## config.mk

```make
export PLATFORM = sky130hd
export DESIGN_NAME = buffer_sched
export DESIGN_NICKNAME = d
export VERILOG_FILES = /design/src/rtl/buffer_sched.sv
export SDC_FILE = /design/constraint.sdc
export NUM_CORES = 1
export LEC_CHECK = 0
export ABC_AREA = 1
export CAP_MARGIN = 30
export CORE_MARGIN = 1.5
export CORE_UTILIZATION = 47
export DETAILED_ROUTE_END_ITERATION = 16
export PLACE_DENSITY = 0.83
export RECOVER_POWER = 100
export SYNTH_ARGS = -nofsm -noshare
export SYNTH_HDL_FRONTEND = slang
export SYNTH_SLANG_ARGS = --single-unit
```

## constraint.sdc

```tcl
create_clock -name clk -period 3.7 [get_ports clk]
set_clock_uncertainty 0.2 [all_clocks]
set_input_delay 0.37 -clock clk [delete_from_list [all_inputs] [get_ports clk]]
set_output_delay 0.37 -clock clk [all_outputs]
set_load 0.005 [all_outputs]
```

## src/rtl/buffer_sched.sv

```systemverilog
// Double-buffer scheduler: arbitrates one shared buffer port between a display
// reader (priority) and a frame writer, and swaps buffers once a full frame is
// written and the reader is back at address 0.
// Optional feature macro: BUFFER_SCHED_STATS_EN adds the repeat_cnt output.
module buffer_sched #(
  parameter int unsigned DATA_W    = 12,
  parameter int unsigned ADDR_W    = 10,
  parameter int unsigned RAM_DEPTH = 1024
) (
  input  logic              clk,
  input  logic              rst_n,
  input  logic              wr_valid,
  input  logic [DATA_W-1:0] wr_data,
  output logic              wr_ready,
  input  logic              rd_req,
  output logic              rd_ack,
  output logic              rd_valid,
  output logic [DATA_W-1:0] rd_data,
  output logic              frame_done,
  output logic              buf_en,
  output logic              buf_swap_en,
  output logic              buf_w_en,
  output logic [ADDR_W-1:0] buf_addr,
  output logic [DATA_W-1:0] buf_din,
  input  logic [DATA_W-1:0] buf_dout
`ifdef BUFFER_SCHED_STATS_EN
  ,
  output logic [15:0]       repeat_cnt
`endif
);

  localparam logic [ADDR_W-1:0] LastAddr = ADDR_W'(RAM_DEPTH - 1);

  typedef enum logic [0:0] {StRun, StSwap} state_e;

  state_e              r_state;
  state_e              w_state_nxt;
  logic [ADDR_W-1:0]   r_wr_addr;
  logic [ADDR_W-1:0]   r_rd_addr;
  logic                r_wr_full;
  logic                r_rd_valid;
  logic                r_frame_done;
  logic                w_swap_pending;
  logic                w_rd_fire;
  logic                w_wr_fire;

  assign w_swap_pending = r_wr_full & (r_rd_addr == '0);

  // Port arbitration: swap > pending swap (port idle) > read > write.
  always_comb begin
    w_state_nxt = r_state;
    w_rd_fire   = 1'b0;
    w_wr_fire   = 1'b0;
    wr_ready    = 1'b0;
    rd_ack      = 1'b0;
    buf_en      = 1'b0;
    buf_swap_en = 1'b0;
    buf_w_en    = 1'b0;
    buf_addr    = '0;
    buf_din     = '0;
    case (r_state)
      StRun: begin
        if (w_swap_pending) begin
          // Port left idle so the swap starts on a clean frame boundary.
          w_state_nxt = StSwap;
        end else if (rd_req) begin
          w_rd_fire = 1'b1;
          rd_ack    = 1'b1;
          buf_en    = 1'b1;
          buf_addr  = r_rd_addr;
        end else begin
          wr_ready = ~r_wr_full;
          if (wr_valid && !r_wr_full) begin
            w_wr_fire = 1'b1;
            buf_en    = 1'b1;
            buf_w_en  = 1'b1;
            buf_addr  = r_wr_addr;
            buf_din   = wr_data;
          end
        end
      end
      StSwap: begin
        buf_en      = 1'b1;
        buf_swap_en = 1'b1;
        w_state_nxt = StRun;
      end
      default: w_state_nxt = StRun;
    endcase
    // Outputs drop the moment reset asserts, not at the next edge.
    if (!rst_n) begin
      wr_ready    = 1'b0;
      rd_ack      = 1'b0;
      buf_en      = 1'b0;
      buf_swap_en = 1'b0;
      buf_w_en    = 1'b0;
      buf_addr    = '0;
      buf_din     = '0;
    end
  end

  // Read return path: buffer data lands one cycle after the issued read.
  always_comb begin
    rd_valid   = r_rd_valid;
    rd_data    = r_rd_valid ? buf_dout : '0;
    frame_done = r_frame_done;
  end

  // State, pointers and full flag.
  always_ff @(posedge clk or negedge rst_n) begin
    if (!rst_n) begin
      r_state      <= StRun;
      r_wr_addr    <= '0;
      r_rd_addr    <= '0;
      r_wr_full    <= 1'b0;
      r_rd_valid   <= 1'b0;
      r_frame_done <= 1'b0;
    end else begin
      r_state      <= w_state_nxt;
      r_rd_valid   <= w_rd_fire;
      r_frame_done <= (r_state == StSwap);
      if (w_rd_fire) begin
        r_rd_addr <= (r_rd_addr == LastAddr) ? '0 : r_rd_addr + ADDR_W'(1);
      end
      if (r_state == StSwap) begin
        r_wr_addr <= '0;
        r_wr_full <= 1'b0;
      end else if (w_wr_fire) begin
        // Last word of a frame: hold the address, flag full.
        if (r_wr_addr == LastAddr) begin
          r_wr_full <= 1'b1;
        end else begin
          r_wr_addr <= r_wr_addr + ADDR_W'(1);
        end
      end
    end
  end

`ifdef BUFFER_SCHED_STATS_EN
  logic [15:0] r_repeat_cnt;

  // Counts front-frame redisplays: read wraps while the writer is incomplete.
  always_ff @(posedge clk or negedge rst_n) begin
    if (!rst_n) begin
      r_repeat_cnt <= '0;
    end else if (w_rd_fire && (r_rd_addr == LastAddr) && !r_wr_full &&
                 (r_repeat_cnt != 16'hFFFF)) begin
      r_repeat_cnt <= r_repeat_cnt + 16'd1;
    end
  end

  assign repeat_cnt = r_repeat_cnt;
`endif

endmodule

```

### Word-level counts from Yosys, hierarchy flattened

Cells that the tools add are included.

| cells by class | value |
|---|---|
| add/sub/neg operators | 2 |
| eq/ne operators | 3 |
| mux-type cells | 39 |
| bitwise operators | 3 |
| reduce and logical (&&, ||, !) cells | 7 |

Operators by type and width:

| operator | count |
|---|---|
| 2-to-1 mux 10 bit | 9 |
| 2-to-1 mux 12 bit | 6 |
| 2-to-1 mux 1 bit | 22 |
| adder 10 x 1 -> 10 bit, second input constant | 2 |
| == test 10 bit, second input constant | 2 |
| logical NOT 10 bit | 1 |
| case mux 1 bit (2 select lines) | 2 |
| AND reduction 2 bit | 2 |
| nonzero test 2 bit | 2 |
| inequality test 2 bit, second input constant | 1 |
| inverter 1 bit | 2 |
| AND 1 bit | 1 |
| logical AND 1 bit | 1 |
| logical NOT 1 bit | 1 |

| word-level totals | value |
|---|---|
| register bits | 24 |
| input port bits | 28 |
| output and inout bits | 41 |
| word-level logic and storage cells | 60 |

### Logic depth before layout (Yosys ltp)

Gate-level depths: netlist of run 1.

| depth | value |
|---|---|
| depth in word-level cells | 8 |
| gate-level depth with buffers | 9 |

### Worst setup path after synthesis of run 1

No wires, ideal clock.

| path | value |
|---|---|
| path type | register to output |
| start | reg r_rd_addr[0] |
| end | out buf_addr[0] |
| data arrival time | 1.197 ns |
| setup slack | 1.933 ns |
| stages on the path, launching flop included | 8 |
| path buffers | 0 |
| cell sequence | dfrtp_1 -> inv_1 -> ha_1 -> nand2_1 -> nor2_1 -> nand2_2 -> nand2_1 -> a21oi_1 |

| on the way | value |
|---|---|
| word-level cells in the longest chain between the ends | 5 |

RTL lines:

| what | line | text |
|---|---|---|
| from (decl) | 39 | `logic [ADDR_W-1:0] r_rd_addr;` |
| from (signal assigned) | 122 | `r_rd_addr <= (r_rd_addr == LastAddr) ? '0 : r_rd_addr + ADDR_W'(1);` |
| logical NOT 10 bit | 47 | `assign w_swap_pending = r_wr_full & (r_rd_addr == '0);` |
| AND 1 bit | 47 |  |
| 2-to-1 mux 10 bit (*) | 63 | `if (w_swap_pending) begin` |
| 2-to-1 mux 10 bit (*) | 61 | `case (r_state)` |
| 2-to-1 mux 10 bit (*) | 90 | `if (!rst_n) begin` |
| to (decl) | 23 | `output logic [ADDR_W-1:0] buf_addr,` |

Every way passes the cells marked *; elsewhere a longest branch is shown, timed or not.

### Final worst setup path of run 1

| path | value |
|---|---|
| start | reg r_rd_addr[0] |
| end | out buf_addr[4] |

| on the way | value |
|---|---|
| word-level cells in the longest chain between the ends | 5 |

RTL lines:

| what | line |
|---|---|
| logical NOT 10 bit | 47 |
| AND 1 bit | 47 |
| 2-to-1 mux 10 bit | 63 |
| 2-to-1 mux 10 bit | 61 |
| 2-to-1 mux 10 bit | 90 |

No other way between the ends.

==> results by group, run 1 <==
Place
  – Post-DP HPWL: 3.68 mm
  – GPL Wtd Cong: 0.831
  – Area after DPL: 2490 µm²
  – Port Buffers: 68

Cells and area
  – Area grow syn2layout: 41.7%
  – Post-route design area: 2500 µm²
  – Final nets: 376
  – Final core occ: 68.7%
  – Antenna cells: 0
  – Layout cells sized above 1: 4.96%

Run status
  – Status: finished clean

Logic synthesis
  – Syn_area_per_cell: 6.39 µm²
  – Cell area after synthesis: 1760 µm²
  – Seq/Total Area, Yosys: 34.1%
  – Unique masters post-synth: 28
  – Post-synthesis cell count: 276
  – Post-Syn Nets: 307
  – Register bit total from synthesis: 24
  – YS warnings: 0

Detailed routing
  – Vias per inst: 5.05
  – Drt first pass iters: 4
  – Total Wirelength: 4.79 mm
  – Routed len/inst: 12.2 µm
  – Vias: 1973
  – Drt drc: 0
  – Starting DRT DRC Count: 90
  – ANT nets after route: 0

GRT
  – First-pass GRT wire length: 8.29 mm
  – Initial antenna violation count: 0
  – Largest net degree at the start of global routing: 26
  – Gr ovfl total: 0
  – Vias in the first global route: 1881
  – Tot GR Track Use: 25.1%

Timing
  – Final hold vios: 0
  – Fin. max-slew vios: 0
  – Relative slew slack: 66.6%
  – Fin crit share: 78.9%
  – Slew @ Worst Pin: 499 ps
  – Setup tns final: 0 ps
  – Post-layout min period: 2920 ps
  – Setup violators final: 0
  – RSZ-0062 raised after global routing: false
  – Final hold slack: 347 ps
  – Max Fclk: 343 MHz

Clocking
  – Max clock buf depth: 2
  – Clk sink count: 24
  – Num CTS Buffers: 3
  – CTS tree: yes
  – Setup Fix Bufs, Post-CTS: 0
  – Root Buffer Master: clkbuf_8
  – CTS HTree Levels: 1
  – Hold buffers post-CTS: 0
  – Clock slew at reported path FFs: 80 ps
  – Post-CTS sizing: 0
  – Clk Latency, worst-skew pair: 270 ps

Worst setup path
  – CP Buf/Inv Count: 2
  – WP data arrival: 2350 ps
  – CP Max Fanout: 10
  – Crit path required time: 3130 ps
  – Worst Path Class, Setup: reg2out
  – Crit-path leading delay family: buffers and inverters
  – CP endpoint kind: output pin
  – Cell Chain, Critical Path: inv_1 -> ha_1 -> nand2_1 -> nor2_1 -> nand2_1 -> nand2_1 -> a21oi_1 -> dlygate4sd3_1
  – CP max stage delay: 590 ps
  – Critical-path top delay cell: dlygate4sd3_1
  – Most used cell, CP: nand2_1
  – CP Launch Type: flop

Floorplanning
  – Row cnt: 22
  – Core area: 3630 µm²
  – Die Y: 64.2 µm
  – Die area: 4130 µm²
  – Initial Util: 48.5%
  – IO Count: 69
  – Die width: 64.2 µm

Power and ir drop
  – Static Leak: 1.36 nW
  – Peak VDD IR: 0.261 mV
  – Total power: 0.944 mW
  – Pwr dens: 378 nW/µm²

Hold path
  – Hold Path Class: reg2reg

Job
  – Max Cap Viol: 0
[registers in the layout (all words and copies together) (netlist names)]
name / count
r_wr_full: 1
r_wr_addr: 10
r_state: 1
rd_valid: 1
r_rd_addr: 10
frame_done: 1
[placed cells by master, fill, tap and decap left out, types with 2 or more instances in the layout]
cell type / instances
nand3_1: 21
clkbuf_8: 3
nand2_1: 88
xor2_1: 5
a21oi_1: 9
clkdlybuf4s50_1: 27
nor3_1: 2
inv_2: 5
o21ai_1: 3
ha_1: 3
a22oi_1: 5
dfrtp_1: 24
nand4_1: 4
buf_4: 2
nor2_1: 40
nor2_2: 3
inv_1: 44
dlygate4sd3_1: 41
o21ai_0: 7
[power breakdown]
part | switching, mW | internal [mW] | total [mW] | leakage, nW
Sequential | 0.0906 | 0.321 | 0.412 | 0.321
Clock | 0.0827 | 0.0729 | 0.156 | 0.0216
Combinational | 0.194 | 0.182 | 0.376 | 1.02
Total | 0.367 | 0.576 | 0.944 | 1.36
[metal layers]
layer / wire [µm] / GRT usage [%] / part of all wire [%]
met4: 72 / 7.98 / 1.5
met1: 1980 / 29.7 / 41
met5: 0 / 0 / 0
met3: 480 / 5.81 / 10
met2: 2250 / 44.8 / 47
[kinds of logic after synthesis]
family / after synthesis / share of synthesized area [%]
flops: 24 / 34.1
fa+ha+maj: 3 / 2.13
xor+xnor: 6 / 2.98
buf+inv: 55 / 12.1
simple gates: 163 / 40.8
compound gates: 25 / 7.88
[worst register-to-register path, cell delays in order, from the launching register on]
cell and delay [ps]:
dfrtp_1 470, inv_1 110, ha_1 220, nand2_1 70, nor2_1 50, nand2_1 120
nand3_1 380, nor2_1 360, nand2_1 90, nand2_1 60
[layout make-up]
type                    instances  area, µm²
repair buffers                 70        696
multi-input cells             197        916
well taps                      48       60.1
inverters                      49        184
fillers                       331       1140
clock buffers                   3       41.3
flip-flops and latches         24        601
[per-stage QoR]
step                cells  worst slack (ps)
finish                391               781
global route          391               664
CTS                   391               897
detailed placement    388               925
global placement      388               941
floorplan             276              1930
[final timing paths]
check | startpoint | end | slack, ps | depth (start not counted)
hold reg to reg | r_wr_addr[9] | r_wr_addr[9] | 350 | 2
setup reg to reg | r_rd_addr[0] | r_rd_addr[9] | 1510 | 9
setup / recovery | r_rd_addr[0] | buf_addr[4] | 780 | 8
max in group asynchronous | rst_n | r_wr_addr[2] | 2670 | 2
min in group asynchronous | rst_n | r_rd_addr[8] | 390 | 2
hold / removal | r_wr_addr[9] | r_wr_addr[9] | 350 | 2
[synthesized netlist by cell type]
library cell   n  area, µm²
dfrtp_1       24        601
nor3_1         2       10.0
nand2_1       85        319
nand3_1       19       95.1
nor2_4         1       11.3
nor2_2         4       25.0
nand3_4        1       17.5
nor3_4         1       16.3
a22oi_1        5       37.5
nand3b_1       1       7.51
clkbuf_1       2       7.51
o21ai_1        8       40.0
nand4_1        4       25.0
nand2_2        3       18.8
ha_1           3       37.5
inv_1         42        158
or2_2          1       6.26
a21oi_1        9       45.0
a31oi_1        1       6.26
buf_4          1       7.51
xnor2_1        1       8.76
nor2_1        39        146
buf_2          3       15.0
nand2_4        1       11.3
inv_2          7       26.3
nand3_2        1       10.0
o21ai_0        2       10.0
xor2_1         5       43.8
(Power assumes the default switching activity.)
==> run 2: changes to the inputs <==
Settings changed: CORE_UTILIZATION 47 to 40, PLACE_DENSITY 0.83 to 0.75.
Clock period 3.7 ns to 2.4 ns, I/O delays scaled along.
==> run 2 against run 1 <==
Effect of this change: worst setup slack worse by 690 ps; design area up 6.9%; global-route usage down 4.2 points; via count up 1.1%; count of clock-buffer cells in the layout up 1; core utilization down 3.9 points; register-to-register slack worse by 1300 ps; clock power up 75%; sequential share of layout area down 1.5 points; routed wire length up 2.3%; first-iteration DRC count down 46%; worst hold slack worse by 180 ps; critical path type is now in2out; critical endpoint is now buf_din[8].
==> results by group, run 2 (synthesis gave the netlist of run 1 again) <==
Run status
  – Status: finished clean

Timing
  – Setup violators final: 0 (unchanged)
  – Max Fclk: 432 MHz
  – Relative slew slack: 72.9% (+6.2 points)
  – Final WS setup: 86.1 ps (-695 ps)
  – Slew @ Worst Pin: 406 ps (-92.9 ps)
  – Fin. max-slew vios: 0 (unchanged)
  – Post-layout min period: 2310 ps
  – Fin crit share: 96.4%
  – Final hold vios: 0 (unchanged)
  – Setup tns final: 0 ps (unchanged)

Clocking
  – Clk Latency, worst-skew pair: 260 ps (about the same)
  – Max clock buf depth: 2 (unchanged)
  – Root Buffer Master: clkbuf_8
  – Hold buffers post-CTS: 0 (unchanged)
  – Num CTS Buffers: 3 (unchanged)
  – Clock slew at reported path FFs: 90 ps (about the same)
  – CTS tree: yes
  – Clk sink count: 24 (unchanged)
  – CTS HTree Levels: 1 (unchanged)

Detailed routing
  – Vias per inst: 4.83 (-4.3%)
  – Total Wirelength: 4.90 mm (+2.3%)
  – ANT nets after route: 0 (unchanged)
  – Starting DRT DRC Count: 49 (-46%)
  – Drt first pass iters: 4 (unchanged)
  – Routed len/inst: 11.9 µm (-3.2%)
  – Vias: 1995 (+1.1%)
  – Drt drc: 0 (unchanged)

Power and ir drop
  – Pwr dens: 606 nW/µm² (+60%)
  – Peak VDD IR: 0.333 mV (+27%)
  – Static Leak: 1.46 nW (+7.2%)
  – Total power: 1.62 mW (+71%)

Worst setup path
  – Crit path required time: 1960 ps (-1170 ps)
  – WP data arrival: 1870 ps (-480 ps)
  – R2R setup slack: 220 ps (-1290 ps)
  – CP endpoint kind: output pin
  – Worst Path Class, Setup: in2out
  – CP Launch Type: primary input
  – CP Max Fanout: 12 (+2)

Cells and area
  – Commonest non-fill, non-tap cells in the layout: nand2_1, inv_1, clkdlybuf4s50_1
  – Antenna cells: 0 (unchanged)
  – FILL cells: 365 (+10%)
  – FF+latch area: 601 µm² (unchanged)
  – Largest regs: r_rd_addr (10), r_wr_addr (10)
  – Layout cells sized above 1: 11.3% (+6.3 points)
  – Area grow syn2layout: 51.4%
  – Final nets: 395 (+5.1%)
  – Commonest non-fill, non-tap cell in the layout: nand2_1
  – Area of the multi-input gates: 933 µm² (+1.9%)

Floorplanning
  – IO Count: 69 (unchanged)
  – Die Y: 69.4 µm (+8.0%)
  – Die area: 4810 µm² (+17%)
  – Die width: 69.4 µm (+8.0%)
  – Initial Util: 42.8% (-5.7 points)
  – Core area: 4120 µm² (+13%)
  – Row cnt: 23 (+4.5%)

GRT
  – Initial antenna violation count: 0 (unchanged)
  – Largest net degree at the start of global routing: 26 (unchanged)
  – Tot GR Track Use: 20.9% (-4.2 points)
  – Vias in the first global route: 1741 (-7.4%)
  – First-pass GRT wire length: 8.30 mm (+0.17%)
  – Gr ovfl total: 0 (unchanged)

Hold path
  – Hold Path Class: in2async

Place
  – Setup slack at placement: 57.8 ps (-867 ps)
  – Port Buffers: 68 (unchanged)
  – Post-DP HPWL: 3.84 mm (+4.4%)
  – GPL Wtd Cong: 0.916 (+10%)

Job
  – Max Cap Viol: 0 (unchanged)
## run 2: where the power goes
group          internal [mW]  switching (mW)
Combinational          0.374           0.378
Clock                  0.146           0.127
Sequential             0.495          0.0956
Total                   1.02           0.601
## run 2: cell type report
cell class | count | area share, %
clock buffer | 4 | 2.06
multi-input combinational | 197 | 35.0
tap | 50 | 2.34
sequential | 24 | 22.5
timing repair buffer | 89 | 31.1
inverter | 49 | 6.99
## run 2: worst paths after layout
check | startpoint | to | cells after the start
setup / recovery | rst_n | buf_din[8] | 9
max in group asynchronous | rst_n | r_state | 2
hold reg to reg | r_wr_full | r_wr_full | 2
hold / removal | rst_n | r_rd_addr[8] | 2
setup reg to reg | r_wr_addr[0] | r_wr_addr[6] | 8
min in group clk | r_wr_full | r_wr_full | 2
## run 2: timing repair
item                                    in CTS  in global routing
resized for setup                            8                  8
endpoints found under the setup margin       9                 17
setup buffers                                2                  3
pin swaps                                    1                  2
## run 2: layer usage
metal	share of wire (%)	wire, µm	GRT usage, %
met3	7.5	365	3.63
met4	0.86	42	4.36
met5	0	0	0
met2	46	2250	34.3
met1	46	2230	28.9
## run 2: per-stage QoR
| stage | cell area (µm²) | cells | util, % | hold slack, ps |
|---|---|---|---|---|
| 3_3_place_gp | 2600 | 404 | 63.1 | 335 |
| 3_5_place_dp | 2600 | 404 | 63.1 | 343 |
| 5_1_grt | 2670 | 413 | 64.9 | 199 |
| 2_1_floorplan | 1760 | 276 | - | -256 |
| 4_1_cts | 2660 | 410 | 64.7 | 181 |
| 6_report | 2670 | 413 | 64.9 | 169 |
## run 2: critical path: stages
cell             delay [ps]
clkdlybuf4s50_1         470
inv_1                    60
nor2_2                  120
buf_4                   120
inv_2                    40
nor2_4                  130
inv_4                    70
nor2_1                   90
clkdlybuf4s50_1         510
